`config.mk`:
```
export PLATFORM = sky130hd
export DESIGN_NAME = aes_ctrl_param
export DESIGN_NICKNAME = d
export VERILOG_FILES = /design/src/rtl/aes_ctrl_param.sv
export SDC_FILE = /design/constraint.sdc
export NUM_CORES = 1
export LEC_CHECK = 0
export CAP_MARGIN = 20
export CORE_UTILIZATION = 45
export DETAILED_ROUTE_END_ITERATION = 16
export PLACE_DENSITY_LB_ADDON = 0.12
export SLEW_MARGIN = 0
export SYNTH_ARGS = -nofsm -noshare
export SYNTH_HDL_FRONTEND = slang
export SYNTH_SLANG_ARGS = --single-unit
```
`constraint.sdc`:
```
create_clock -name clk -period 2 [get_ports clk]
set_input_delay 0.3 -clock clk [delete_from_list [all_inputs] [get_ports clk]]
set_output_delay 0.3 -clock clk [all_outputs]
set_load 0.01 [all_outputs]
```
`src/rtl/aes_ctrl_param.sv`:
```
`default_nettype none
// ============================================================================
// Module   : aes_ctrl_param
// Purpose  : Main controller for the AES accelerator. It sequences key-change
//            and encrypt/decrypt jobs between the AHB-lite interface, GenKey
//            and AESctr. Blocks and keys are WORDS bus words long. Word
//            transfers are handshaked, jobs can stream back-to-back, and a
//            watchdog forces an ERROR state.
// Option   : `define AES_CTRL_PREFETCH_EN lets the controller collect the next
//            block's input words while it waits for AESctr.
// Ports    : clk, rst (sync, active-high)
//            start, data_type, enc_dec   - job request and job attributes
//            data_received, tx_ready     - interface word handshakes
//            chg_key_done, enc_done      - GenKey / AESctr completion
//            clr_err                     - leave ERROR
//            opt_mode, load_key, aes_enable, ahb_mode, ahb_shift_en,
//            done_chg_key, busy, error, word_idx - control / status outputs
// Revision : 1.0 - initial release
// ============================================================================
module aes_ctrl_param #(
    parameter int WORDS   = 4,
    parameter int TIMEOUT = 64
) (
    input  logic                       clk,
    input  logic                       rst,
    input  logic                       start,
    input  logic                       data_received,
    input  logic                       tx_ready,
    input  logic                       data_type,
    input  logic                       enc_dec,
    input  logic                       chg_key_done,
    input  logic                       enc_done,
    input  logic                       clr_err,
    output logic                       opt_mode,
    output logic                       load_key,
    output logic                       aes_enable,
    output logic                       ahb_mode,
    output logic                       ahb_shift_en,
    output logic                       done_chg_key,
    output logic                       busy,
    output logic                       error,
    output logic [$clog2(WORDS)-1:0]   word_idx
);

    localparam int c_IDX_W = $clog2(WORDS);
    localparam int c_TMO_W = $clog2(TIMEOUT + 1);

    localparam logic [c_IDX_W-1:0] c_IDX_LAST = c_IDX_W'(WORDS - 1);
    // The watchdog fires on the cycle whose count is TIMEOUT-1, so the
    // controller sits in a guarded state for exactly TIMEOUT cycles.
    localparam logic [c_TMO_W-1:0] c_TMO_LAST = c_TMO_W'(TIMEOUT - 1);
    localparam logic [c_TMO_W-1:0] c_TMO_MAX  = c_TMO_W'(TIMEOUT);

    localparam logic [2:0] c_ST_IDLE    = 3'd0;
    localparam logic [2:0] c_ST_FETCH   = 3'd1;
    localparam logic [2:0] c_ST_CHG_KEY = 3'd2;
    localparam logic [2:0] c_ST_ENC     = 3'd3;
    localparam logic [2:0] c_ST_WAIT    = 3'd4;
    localparam logic [2:0] c_ST_WRITE   = 3'd5;
    localparam logic [2:0] c_ST_ERROR   = 3'd6;

    logic [2:0]         r_state;
    logic [2:0]         w_state_nxt;
    logic [c_IDX_W-1:0] r_word_idx;
    logic [c_IDX_W-1:0] w_idx_nxt;
    logic               r_job_key;
    logic               w_job_key_nxt;
    logic               r_opt_mode;
    logic               w_opt_nxt;
    logic [c_TMO_W-1:0] r_tmo_cnt;
    logic               w_tmo_run;
    logic               w_tmo_hit;

`ifdef AES_CTRL_PREFETCH_EN
    localparam int c_PF_W = $clog2(WORDS + 1);
    localparam logic [c_PF_W-1:0] c_PF_FULL = c_PF_W'(WORDS);

    logic [c_PF_W-1:0] r_pf_cnt;
    logic              w_pf_take;
`endif

    assign w_tmo_run = (r_state == c_ST_CHG_KEY) || (r_state == c_ST_WAIT);
    assign w_tmo_hit = w_tmo_run && (r_tmo_cnt == c_TMO_LAST);

    assign word_idx  = r_word_idx;
    assign opt_mode  = r_opt_mode;

    always_comb begin
        w_state_nxt   = r_state;
        w_idx_nxt     = r_word_idx;
        w_job_key_nxt = r_job_key;
        w_opt_nxt     = r_opt_mode;
        load_key      = 1'b0;
        aes_enable    = 1'b0;
        ahb_mode      = 1'b0;
        ahb_shift_en  = 1'b0;
        done_chg_key  = 1'b0;
        busy          = 1'b1;
        error         = 1'b0;
`ifdef AES_CTRL_PREFETCH_EN
        w_pf_take     = 1'b0;
`endif
        case (r_state)
            c_ST_IDLE: begin
                busy = 1'b0;
                if (start) begin
                    w_state_nxt   = c_ST_FETCH;
                    w_job_key_nxt = data_type;
                    w_opt_nxt     = enc_dec;
                    w_idx_nxt     = '0;
                end
            end
            c_ST_FETCH: begin
                ahb_shift_en = data_received;
                if (data_received) begin
                    if (r_word_idx == c_IDX_LAST) begin
                        w_idx_nxt   = '0;
                        w_state_nxt = r_job_key ? c_ST_CHG_KEY : c_ST_ENC;
                    end else begin
                        w_idx_nxt = r_word_idx + 1'b1;
                    end
                end
            end
            c_ST_CHG_KEY: begin
                load_key = 1'b1;
                // Completion takes precedence over a same-cycle watchdog hit.
                if (chg_key_done) begin
                    done_chg_key = 1'b1;
                    w_state_nxt  = c_ST_IDLE;
                end else if (w_tmo_hit) begin
                    w_state_nxt = c_ST_ERROR;
                end
            end
            c_ST_ENC: begin
                aes_enable  = 1'b1;
                w_state_nxt = c_ST_WAIT;
            end
            c_ST_WAIT: begin
`ifdef AES_CTRL_PREFETCH_EN
                // Collect up to one full block for the next job while AESctr
                // runs; once WORDS words are held the interface is stalled.
                w_pf_take    = data_received && (r_pf_cnt != c_PF_FULL);
                ahb_shift_en = w_pf_take;
`endif
                if (enc_done) begin
                    w_state_nxt = c_ST_WRITE;
                end else if (w_tmo_hit) begin
                    w_state_nxt = c_ST_ERROR;
                end
            end
            c_ST_WRITE: begin
                ahb_mode     = 1'b1;
                ahb_shift_en = tx_ready;
                if (tx_ready) begin
                    if (r_word_idx == c_IDX_LAST) begin
                        w_idx_nxt = '0;
                        if (start) begin
`ifdef AES_CTRL_PREFETCH_EN
                            if (r_pf_cnt == c_PF_FULL) begin
                                w_state_nxt = c_ST_ENC;
                            end else begin
                                // Resume fetching after the words already held.
                                w_state_nxt = c_ST_FETCH;
                                w_idx_nxt   = r_pf_cnt[c_IDX_W-1:0];
                            end
`else
                            w_state_nxt = c_ST_FETCH;
`endif
                        end else begin
                            w_state_nxt = c_ST_IDLE;
                        end
                    end else begin
                        w_idx_nxt = r_word_idx + 1'b1;
                    end
                end
            end
            c_ST_ERROR: begin
                busy  = 1'b0;
                error = 1'b1;
                if (clr_err) begin
                    w_state_nxt = c_ST_IDLE;
                    w_idx_nxt   = '0;
                end
            end
            default: begin
                busy        = 1'b0;
                w_state_nxt = c_ST_IDLE;
                w_idx_nxt   = '0;
            end
        endcase
    end

    always_ff @(posedge clk) begin
        if (rst) begin
            r_state    <= c_ST_IDLE;
            r_word_idx <= '0;
            r_job_key  <= 1'b0;
            r_opt_mode <= 1'b0;
            r_tmo_cnt  <= '0;
        end else begin
            r_state    <= w_state_nxt;
            r_word_idx <= w_idx_nxt;
            r_job_key  <= w_job_key_nxt;
            r_opt_mode <= w_opt_nxt;
            // Restart the watchdog on every state change.
            if (w_state_nxt != r_state) begin
                r_tmo_cnt <= '0;
            end else if (w_tmo_run && (r_tmo_cnt != c_TMO_MAX)) begin
                r_tmo_cnt <= r_tmo_cnt + 1'b1;
            end
        end
    end

`ifdef AES_CTRL_PREFETCH_EN
    always_ff @(posedge clk) begin
        if (rst) begin
            r_pf_cnt <= '0;
        end else if ((w_state_nxt == c_ST_ENC) || (r_state == c_ST_IDLE) ||
                     (r_state == c_ST_ERROR)) begin
            r_pf_cnt <= '0;
        end else if (w_pf_take) begin
            r_pf_cnt <= r_pf_cnt + 1'b1;
        end
    end
`endif

endmodule
`default_nettype wire

```
After elaboration in Yosys (flattened, before gate mapping)
Index checks and enable logic that the tools add are counted.
{"block": "op_classes", "addsub": 2, "eq_ne": 14, "n_mux": 26, "bitwise": 1, "reduce_logical": 9}
{"op": "$mux W3", "count": 9}
{"op": "$pmux W3 S7", "count": 1}
{"op": "$mux W2", "count": 5}
{"op": "$pmux W2 S5", "count": 1}
{"op": "$eq A3 B3 Y1 const B", "count": 3}
{"op": "$mux W1", "count": 9}
{"op": "$ne A2 B2 Y1 const B", "count": 4}
{"op": "$add A7 B1 Y7 const B", "count": 1}
{"op": "$eq A7 B6 Y1 const B", "count": 1}
{"op": "$ne A7 B7 Y1 const B", "count": 1}
{"op": "$eq A3 B2 Y1 const B", "count": 2}
{"op": "$reduce_and A5 Y1", "count": 1}
{"op": "$reduce_or A5 Y1", "count": 1}
{"op": "$eq A3 B1 Y1 const B", "count": 1}
{"op": "$logic_not A3 Y1", "count": 1}
{"op": "$ne A3 B3 Y1", "count": 1}
{"op": "$reduce_or A3 Y1", "count": 1}
{"op": "$add A2 B1 Y2 const B", "count": 1}
{"op": "$eq A2 B2 Y1 const B", "count": 1}
{"op": "$logic_and A1 B1 Y1", "count": 2}
{"op": "$pmux W1 S2", "count": 1}
{"op": "$reduce_and A2 Y1", "count": 1}
{"op": "$reduce_or A2 Y1", "count": 1}
{"op": "$logic_or A1 B1 Y1", "count": 1}
{"op": "$not A1 Y1", "count": 1}
{"block": "word_totals", "reg_bits": 14, "inputBits": 10, "output_inout_bits": 10, "elab_cells": 57}

Logic depth before layout (Yosys ltp)
{"block": "logic_depth", "depth_word": 8, "mapped_depth": 7, "ltp_nobuf": 7}

Worst setup path before layout
No wires, ideal clock.
{"block": "synth_timing", "kind": "flip-flop to flip-flop", "start": "register r_word_idx[1], in the netlist word_idx[1]", "end": "register r_tmo_cnt[0]", "setup_ns": 0.065, "arrival_ns": 1.404, "t_required_ns": 1.935, "setup_slack_ns": 0.532, "stages_incl_launch_ff": 7, "path_buffers": 0, "period_less_slack_ns": 1.468, "cell_sequence": "dfxtp_1 -> ha_1 -> and3b_1 -> a21o_1 -> a22oi_1 -> nand3_2 -> nor2_1"}
{"block": "synth_between", "elab_chain_cells": 6, "elab_cells_between_ends": 8, "classes_between": "eq/ne: 2; mux: 5; reduce/logical: 1"}
{"item": "start, declared", "line_no": "64", "source": "logic [c_IDX_W-1:0] r_word_idx;"}
{"item": "start signal, assigned", "line_no": "202", "source": "r_word_idx <= w_idx_nxt;"}
{"item": "$eq A2 B2 Y1 (*)", "line_no": "116, 155"}
{"item": "$mux W3, on equally long branches", "line_no": "155, 116"}
{"item": "$mux W3, on equally long branches", "line_no": "154, 115"}
{"item": "$pmux W3 S7 (*)", "line_no": "103", "source": "case (r_state)"}
{"item": "$ne A3 B3 Y1 (*)", "line_no": "206", "source": "if (w_state_nxt != r_state) begin"}
{"item": "$reduce_or A2 Y1 (no line) (*)"}
{"item": "end signal, assigned", "line_no": "209", "source": "r_tmo_cnt <= r_tmo_cnt + 1'b1;"}
{"item": "end, declared", "line_no": "70", "source": "logic [c_TMO_W-1:0] r_tmo_cnt;"}
Mark *: on every way between the ends. The rest lies on a longest branch, timed or not.
A chain may end at the register's enable or synchronous reset.

Final worst setup path
{"block": "layout_timing", "start": "register r_state[2]", "end": "output port busy"}
{"block": "layout_between", "elab_chain_cells": 3, "elab_cells_between_ends": 7, "classes_between": "eq/ne: 5; mux: 1; reduce/logical: 1"}
{"item": "start, declared", "line_no": "62", "source": "logic [2:0] r_state;"}
{"item": "start signal, assigned", "line_no": "195", "source": "r_state <= c_ST_IDLE;"}
{"item": "start signal, assigned", "line_no": "201", "source": "r_state <= w_state_nxt;"}
{"item": "$eq A3 B2 Y1 (tied with other cells)", "line_no": "103"}
{"item": "$reduce_or A5 Y1 (no line) (*)"}
{"item": "$mux W1 (*)", "line_no": "103"}
{"item": "end, declared", "line_no": "40", "source": "output logic busy,"}
Marked as above.

==> run metrics <==
power share of the combinational group roughly 16%; WL per Instance 12.29 um; Yosys reg bits 14; synthesized netlist cell count 118; Mapped Area 942.2 um^2; worst path cell trace inv_1 -> ha_1 -> o21ai_0 -> clkdlybuf4s50_1; pwr/cell area between 400 and 500 nW/um^2; FMAX 514.2 MHz; die footprint 2281 um^2; RSZ-0062 raised after global routing false; Synth Area in Compound Gates 15.54%; main combinational cell family by area after synthesis simple AND/OR/NAND/NOR gates; final setup fails 0; switching share of power roughly 26%; synth top area cells dfxtp_1, nor2_1, mux2i_1; crit-path leading delay family buffers and inverters; I/O Buffers 19; # fillers 179; Hold Vio Cnt, Final 0; vias per cell 5.388; Final ANT Viol Nets 0; Internal approximately 0.4 mW; CTS clk-pin slew, worst paths ~0.080 ns; post-synth top area cell dfxtp_1; WP buf/inv 2; Die Y between 40 and 50 um; vias in the first global route 775; Post-synth EDFFs 0; TritonCTS buffer count 3; crit end category primary output; syn nets 132; layout cells sized above 1 around 14%; DRC viols 0; grt total ovfl 0; initial antenna violation count 0; CP max stage delay 0.56 ns; status complete, no violations; Main synth FF type dfxtp_1; worst clock skew 0.002627 ns; XOR/XNOR share of the synthesized area 5.578%; setup tns final 0 ns; Hold Crit Class flip-flop to flip-flop; CP required 1.70 ns; Clock Sinks 14; Static Leak 0.4309 nW; Max VDD drop about 0.00032 V; area occupied by multi-input gates 613.1 um^2; Sequential cell area 285.3 um^2; die width 47.76 um; CTS tree yes; Net Sw Power 0.1376 mW; final WL around 2100 um; Yosys top cell area share 29.75%; Hold WS 0.5058 ns; Crit Path Class flip-flop to primary output; crit-path max FO 6; Clock Power Share between 30% and 40%; Worst setup SP type flip-flop; TritonRoute pass-1 iters 4; Area Overhead vs Synth 30.28%; critical path's slowest cell clkdlybuf4s50_1; Cell variety after synth 37; yosys warns 0; syn_area_per_cell between 7 and 8 um^2; initial drt markers 35; Synth Area in Adders 5.312%; crit path DAT 1.64 ns; Top Ports 20; post-layout util 62.56%; Layout Nets between 150 and 200; Clk Latency, worst-skew pair 0.28 ns; Synth Area in Simple Gates ~32%; global-route wire length before repair 3367 um; min Tclk post-route 1.945 ns; multiplexer share of the synthesized area 6.375%; Initial Util between 40 and 50%; H-tree depth 1; max-cap violations 0; total vias in the final route 916; Root Driver clkbuf_4; dpl cells around 160; Core Region 1962 um^2; row count 16; Tot GR Track Use 20.94%; Synth async-reset ratio 0%; final instance count without filler cells 170; fin crit share 97.25%; CTS max path bufs 2; Detailed Place HPWL 1533 um; register area share after synthesis 29.75%; Slew Viols, Final 0; relative slew slack 77.96%; largest net degree at the start of global routing 19; Sequential Power Share 54.1%; Ant. Diodes 0; GP Congestion 0.8937; Worst-Margin Slew 0.3223 ns
-- cell usage in the layout (no fill, tap or decap), drive strengths merged, types with 4 or more instances in the layout --
master and n:
clkdlybuf4s50 19, nor2 17, dfxtp 14, ha 4, nor3 8, a21oi 8, nand2b 4, nand2 6
inv 6, nand3 6, xnor2 5, mux2i 6, buf 8
-- state kept, by name, indices dropped and copies added, names as in the netlist --
name and cells:
word_idx 2, opt_mode 1, r_tmo_cnt 7, r_job_key 1, r_state 3
-- layout make-up --
class,instances,area share [%]
Sequential cell,14,23.24
Timing Repair Buffer,27,20.39
Tap cell,27,2.752
Inverter,6,1.835
Multi-Input combinational cell,93,49.95
Clock buffer,3,1.835
-- logic make-up (layout without fill, tap and decap cells) --
logic type	Yosys count	in the layout
adder cells (fa/ha/maj)	4	4
buffers and inverters	11	36
XOR/XNOR	6	6
multiplexers	6	6
AND/OR/NAND/NOR	55	55
AO/OA/AOI/OAI	22	22
flip-flops	14	14
-- final timing paths --
path	start	endpoint	slack, ns	cells after the start
worst max-delay path	r_state[2]	busy	0.06	4
worst min-delay path	word_idx[1]	word_idx[1]	0.51	2
worst max register to register	word_idx[1]	r_tmo_cnt[4]	0.38	6
worst min register to register	word_idx[1]	word_idx[1]	0.51	2
-- per-layer routing --
metal  GRT usage [%]  vias to the layer above  routed length (um)
met5               0                        -                   0
met4           6.667                        0                  23
met3           3.396                        4                 111
met2           32.43                       28                 923
met1           29.61                      408                1032
li1                -                      476                   -
-- what timing repair did --
action | in CTS | in global routing
gates resized for setup | 1 | 2
endpoints found under the setup margin | 2 | 7
setup buffers | 0 | 3
hold buffers | 0 | 0
-- per-stage QoR --
stage          setup WS, ns  area, um^2  total power [mW]
2_1_floorplan        0.5315       942.2            0.3360
3_3_place_gp         0.1644        1177            0.3801
3_5_place_dp         0.1434        1177            0.3811
4_1_cts             0.01830        1201            0.5408
5_1_grt            0.008070        1227            0.5628
6_report            0.05510        1227            0.5379
-- synth_stat cells, types with 3 or more instances --
cell type	n
nor2_1	17
nand3_1	5
inv_1	4
dfxtp_1	14
nor3_1	8
mux2i_1	6
nand2_1	6
o21ai_0	3
xnor2_1	5
nand2b_1	3
buf_2	3
nor4_1	3
a21oi_1	7
ha_1	4
-- worst reg2reg max path: stages, from the launching register on --
cell and delay, ns:
dfxtp_1 0.35, ha_1 0.27, and3b_1 0.23, a21o_1 0.18, a22oi_1 0.21, nand3_2 0.18
nor2_1 0.14
-- power groups by stage --
| stage | logic [mW] | registers (mW) | clock network (mW) |
|---|---|---|---|
| 2_1_floorplan | 0.0396 | 0.296 | 0 |
| 3_3_place_gp | 0.0824 | 0.298 | 0 |
| 3_5_place_dp | 0.0833 | 0.298 | 0 |
| 4_1_cts | 0.0839 | 0.291 | 0.165 |
| 5_1_grt | 0.0920 | 0.293 | 0.178 |
| 6_report | 0.0836 | 0.291 | 0.163 |
No activity file was read; power rests on OpenSTA's default activity.
